### config.mk
export PLATFORM = sky130hd
export DESIGN_NAME = io_out_fifo
export DESIGN_NICKNAME = d
export VERILOG_FILES = /design/src/rtl/io_out_fifo.sv
export SDC_FILE = /design/constraint.sdc
export NUM_CORES = 1
export LEC_CHECK = 0
export CAP_MARGIN = 20
export CORE_ASPECT_RATIO = 1.4
export CORE_UTILIZATION = 39
export CTS_CLUSTER_SIZE = 10
export DETAILED_ROUTE_END_ITERATION = 7
export MAX_ROUTING_LAYER = met4
export PLACE_DENSITY = 0.62
export SYNTH_ARGS = -nofsm -noshare
export SYNTH_HDL_FRONTEND = slang
export SYNTH_SLANG_ARGS = --single-unit
### constraint.sdc
create_clock -name clk -period 5.7 [get_ports clk]
set_input_delay 1.14 -clock clk [delete_from_list [all_inputs] [get_ports clk]]
set_output_delay 1.14 -clock clk [all_outputs]
set_load 0.01 [all_outputs]
### src/rtl/io_out_fifo.sv
// Output FIFO between processor stores and a downstream consumer. Stores decoded to the
// show or processed-image region are tagged and queued; the head is presented first-word-fall-through.
module io_out_fifo #(
    parameter int DATA_W = 32,
    parameter int DEPTH  = 8
) (
    input  logic                       clk,
    input  logic                       rst,
    input  logic                       we,
    input  logic                       show_enb,
    input  logic                       process_enb,
    input  logic [DATA_W-1:0]          wdata,
    input  logic                       out_ready,
    input  logic                       clr_ovf,
    output logic                       out_valid,
    output logic [DATA_W-1:0]          out_data,
    output logic                       out_sel,
    output logic                       full,
    output logic                       empty,
    output logic [$clog2(DEPTH):0]     count,
    output logic                       overflow
);
    localparam int AW = $clog2(DEPTH);
    localparam int CW = AW + 1;

    logic [DATA_W:0]  mem_q [DEPTH];
    logic [AW-1:0]    wr_ptr_q, wr_ptr_d;
    logic [AW-1:0]    rd_ptr_q, rd_ptr_d;
    logic [CW-1:0]    count_q, count_d;
    logic             ovf_q, ovf_d;
    logic             push_req, push, pop;

    // Handshake: a word leaves on any rising edge where out_valid and out_ready are both high;
    // out_valid never depends on out_ready, and the head holds until it is taken.
    always_comb begin
        push_req = we & (show_enb | process_enb);
        pop      = (count_q != '0) & out_ready;
        push     = push_req & ((count_q != CW'(DEPTH)) | pop);

        wr_ptr_d = wr_ptr_q;
        rd_ptr_d = rd_ptr_q;
        count_d  = count_q;
        ovf_d    = ovf_q;

        if (push) wr_ptr_d = wr_ptr_q + AW'(1);
        if (pop)  rd_ptr_d = rd_ptr_q + AW'(1);
        if (push && !pop)      count_d = count_q + CW'(1);
        else if (pop && !push) count_d = count_q - CW'(1);

        // A dropped store in the same cycle as a clear still leaves the flag set.
        if (clr_ovf)             ovf_d = 1'b0;
        if (push_req && !push)   ovf_d = 1'b1;
    end

    always_ff @(posedge clk or posedge rst) begin
        if (rst) begin
            wr_ptr_q <= '0;
            rd_ptr_q <= '0;
            count_q  <= '0;
            ovf_q    <= 1'b0;
        end else begin
            wr_ptr_q <= wr_ptr_d;
            rd_ptr_q <= rd_ptr_d;
            count_q  <= count_d;
            ovf_q    <= ovf_d;
        end
    end

    // Storage is not reset; the pointers and count alone define what is valid.
    always_ff @(posedge clk) begin
        if (push) mem_q[wr_ptr_q] <= {process_enb, wdata};
    end

    assign out_valid = (count_q != '0);
    assign out_data  = mem_q[rd_ptr_q][DATA_W-1:0];
    assign out_sel   = mem_q[rd_ptr_q][DATA_W];
    assign full      = (count_q == CW'(DEPTH));
    assign empty     = (count_q == '0);
    assign count     = count_q;
    assign overflow  = ovf_q;
endmodule

==> flow_summary_export.csv <==
group,metric,value,unit
sta,period_minus_slack,4.44,ns
sta,period_share,77.8,%
clock_tree,clock_tree.root_cell,"clkbuf_16",
logic_synthesis,synth_fp_nets,496,
sta,whs,0.526,ns
global_routing,overflow,0,
critical_path,r2r_cells,9,
global_routing,antenna_found_initial,0,
critical_path,cp_num_buf_inv,2,
sta,fin_setup_tns,0,ns
die,core,26800,um^2
status,status,"finished, final reports clean",
critical_path,cp_slowest_cell,"dfrtp_4",
logic_synthesis,yosys_warnings,0,
cells_and_area,area_growth,20.7,%
critical_path,startpoint_type,"flip-flop",
critical_path,worstSetupEndpointType,"output port",
critical_path,path_delay_family,"flip-flops",
logic_synthesis,ys_types,35,
logic_synthesis,synthArstFlopShare,4.00,%
logic_synthesis,syn_avg_cell_area,23.5,um^2
clock_tree,ctsLongestPathBuffers,3,
critical_path,cpPeakStageDelay,0.96,ns
routing,drt_iter0_markers,222,
clock_tree,clk_latency,0.53,ns
sta,slew_violations,0,
die,die_area,27900,um^2
sta,worst_clock_skew,0.00994,ns
sta,slew_headroom,32.7,%
routing,drc,0,
worst_hold_path,hold_depth,1,
routing,drtPass1Iterations,4,
critical_path,r2r_slack,2.59,ns
critical_path,crit_arrival,3.30,ns
clock_tree,clkSlewWorstSetupHoldPaths,0.06,ns
logic_synthesis,netlist_instances,451,
sta,tightest_slew,1.01,ns
logic_synthesis,yosysSeqAreaShare,77.4,%
global_routing,track_usage,15.6,%
sta,max_freq,225,MHz
cells_and_area,layout-drive-gt1-share,27.3,%
critical_path,path_max_fanout,41,
die,row_count,71,
logic_synthesis,synth_flop_cell,"edfxtp_1",
cells_and_area,ff_latch_area,8210,um^2
clock_tree,clock_sinks,275,
critical_path,criticalPathCategory,"reg2out",
clock_tree,post_cts_buffers,0,
cells_and_area,diodes,0,
logic_synthesis,yosys_register_bits,275,
global_routing,grt_start_max_net_pins,69,
critical_path,path_depth,4,
sta,hold_viol_final,0,
cells_and_area,finish.instance_area,12800,um^2
cells_and_area,fillers,2250,
critical_path,crit_required,4.56,ns
clock_tree,cts_tree,"built",
placement,post_dp_cell_area,11900,um^2
clock_tree,ctsHoldBuffers,0,
worst_hold_path,hp-start,"overflow$_DFFE_PP0P_",
sta,rsz0062_at_grt,"no",
logic_synthesis,synthesis.area,10600,um^2
die,die_y,197,um
die,pin_count,80,
clock_tree,cts_resized,0,
worst_hold_path,hp-class,"reg2reg",
clock_tree,numCtsBuffers,31,
placement,portBuffers,79,
routing,drtAntennaViolNets,0,
critical_path,cp-startpoint,"rd_ptr_q[0]$_DFFE_PP0P_",
routing,viasPerCell,5.10,
sta,finalSetupViolCount,0,
placement,place_congestion,0.688,
power,leakage,4.05,nW
critical_path,r2r-start,"count[0]$_DFFE_PP0P_",
power,ir_drop,0.374,mV
placement,hpwlAfterDp,11.6,mm
routing,routed_wire_length_per_instance,21.5,um
die,die_w,141,um
flow_run,cap_violations,0,
power,powerDensity,499,nW/um^2
cells_and_area,num-nets-final,600,
routing,drt-total-wl,20.3,mm
global_routing,grt_pass1_wl,31.4,mm
logic_synthesis,synth-edff-count,264,
critical_path,worstPathCellList,"buf_4 -> mux4_2 -> mux2_2 -> clkdlybuf4s50_1",
routing,vias,4818,
power,power,6.38,mW
clock_tree,htree_levels,1,
die,initial_core_util,39.5,%
cells_and_area,multi_input_area,2310,um^2
global_routing,grt_pass1_vias,5355,
-- final cells by class --
class	count	share of cell area (%)
clock inverter	1	0.0587
clock buffer	56	6.80
multi-input combinational	149	18.0
tap	365	3.57
timing repair buffer	92	7.17
sequential	275	64.2
inverter	6	0.176
-- final timing paths --
check                                                to
max in group asynchronous       rd_ptr_q[1]$_DFFE_PP0P_
worst max register to register     count[3]$_DFFE_PP0P_
worst max-delay path                       out_data[30]
worst min-delay path               overflow$_DFFE_PP0P_
worst min register to register     overflow$_DFFE_PP0P_
min in group asynchronous          overflow$_DFFE_PP0P_
-- through the flow --
| stage | setup WS (ns) | std cells | util [%] |
|---|---|---|---|
| 2_1_floorplan | 0.573 | 451 | - |
| 3_3_place_gp | 1.75 | 886 | 44.4 |
| 3_5_place_dp | 1.74 | 887 | 44.4 |
| 4_1_cts | 1.16 | 944 | 47.7 |
| 5_1_grt | 1.05 | 944 | 47.7 |
| 6_report | 1.26 | 944 | 47.7 |
-- cells in the mapped netlist, types with 2 or more instances --
library cell | n | area (um^2)
edfxtp_1 | 264 | 7930
mux4_2 | 66 | 1490
mux2_2 | 34 | 383
dfrtp_1 | 11 | 275
buf_2 | 7 | 35.0
clkbuf_1 | 7 | 26.3
inv_1 | 6 | 22.5
xnor2_1 | 6 | 52.6
ha_1 | 5 | 62.6
buf_6 | 4 | 45.0
nor2_1 | 4 | 15.0
nor3_1 | 4 | 20.0
nand2_1 | 3 | 11.3
or3_1 | 3 | 18.8
buf_1 | 2 | 7.51
nand2b_1 | 2 | 12.5
nand3_1 | 2 | 10.0
nand3b_1 | 2 | 15.0
o211ai_1 | 2 | 15.0
or4_1 | 2 | 15.0
-- placed cells by master (no fill, tap or decap), types with 4 or more instances in the layout --
master and count:
clkdlybuf4s50_1 79, clkbuf_1 25, dfrtp_1 8, inv_1 6, mux4_2 66, ha_1 5
mux2_2 34, clkbuf_16 31, xnor2_1 6, buf_4 10, edfxtp_1 264, nor3_2 4
-- power by group --
part           switching [mW]  internal (mW)
Clock                   0.710           1.01
Sequential              0.305           2.48
Combinational           0.738           1.13
-- routing by layer --
layer  GRT usage [%]  part of all wire [%]
met5               -                     0
met4            4.55                   1.8
met3            2.28                   4.9
met2            26.8                    53
met1            19.3                    40
-- cells by family (layout without fill, tap and decap cells) --
logic type | Yosys count | count (layout) | share of synthesized area, %
AO/OA/AOI/OAI | 10 | 10 | 0.779
XOR/XNOR | 6 | 6 | 0.496
adder cells (fa/ha/maj) | 6 | 6 | 0.779
buffers and inverters | 27 | 155 | 1.33
flip-flops | 275 | 275 | 77.4
multiplexers | 103 | 103 | 18.0
AND/OR/NAND/NOR | 24 | 24 | 1.26
-- sequential cells by signal, summed over array words and instances, names as in the netlist --
| register | cells |
|---|---|
| mem_q | 264 |
| count | 4 |
| rd_ptr_q | 3 |
| wr_ptr_q | 3 |
| overflow | 1 |
Note: power is estimated with default switching activity, not from simulation.
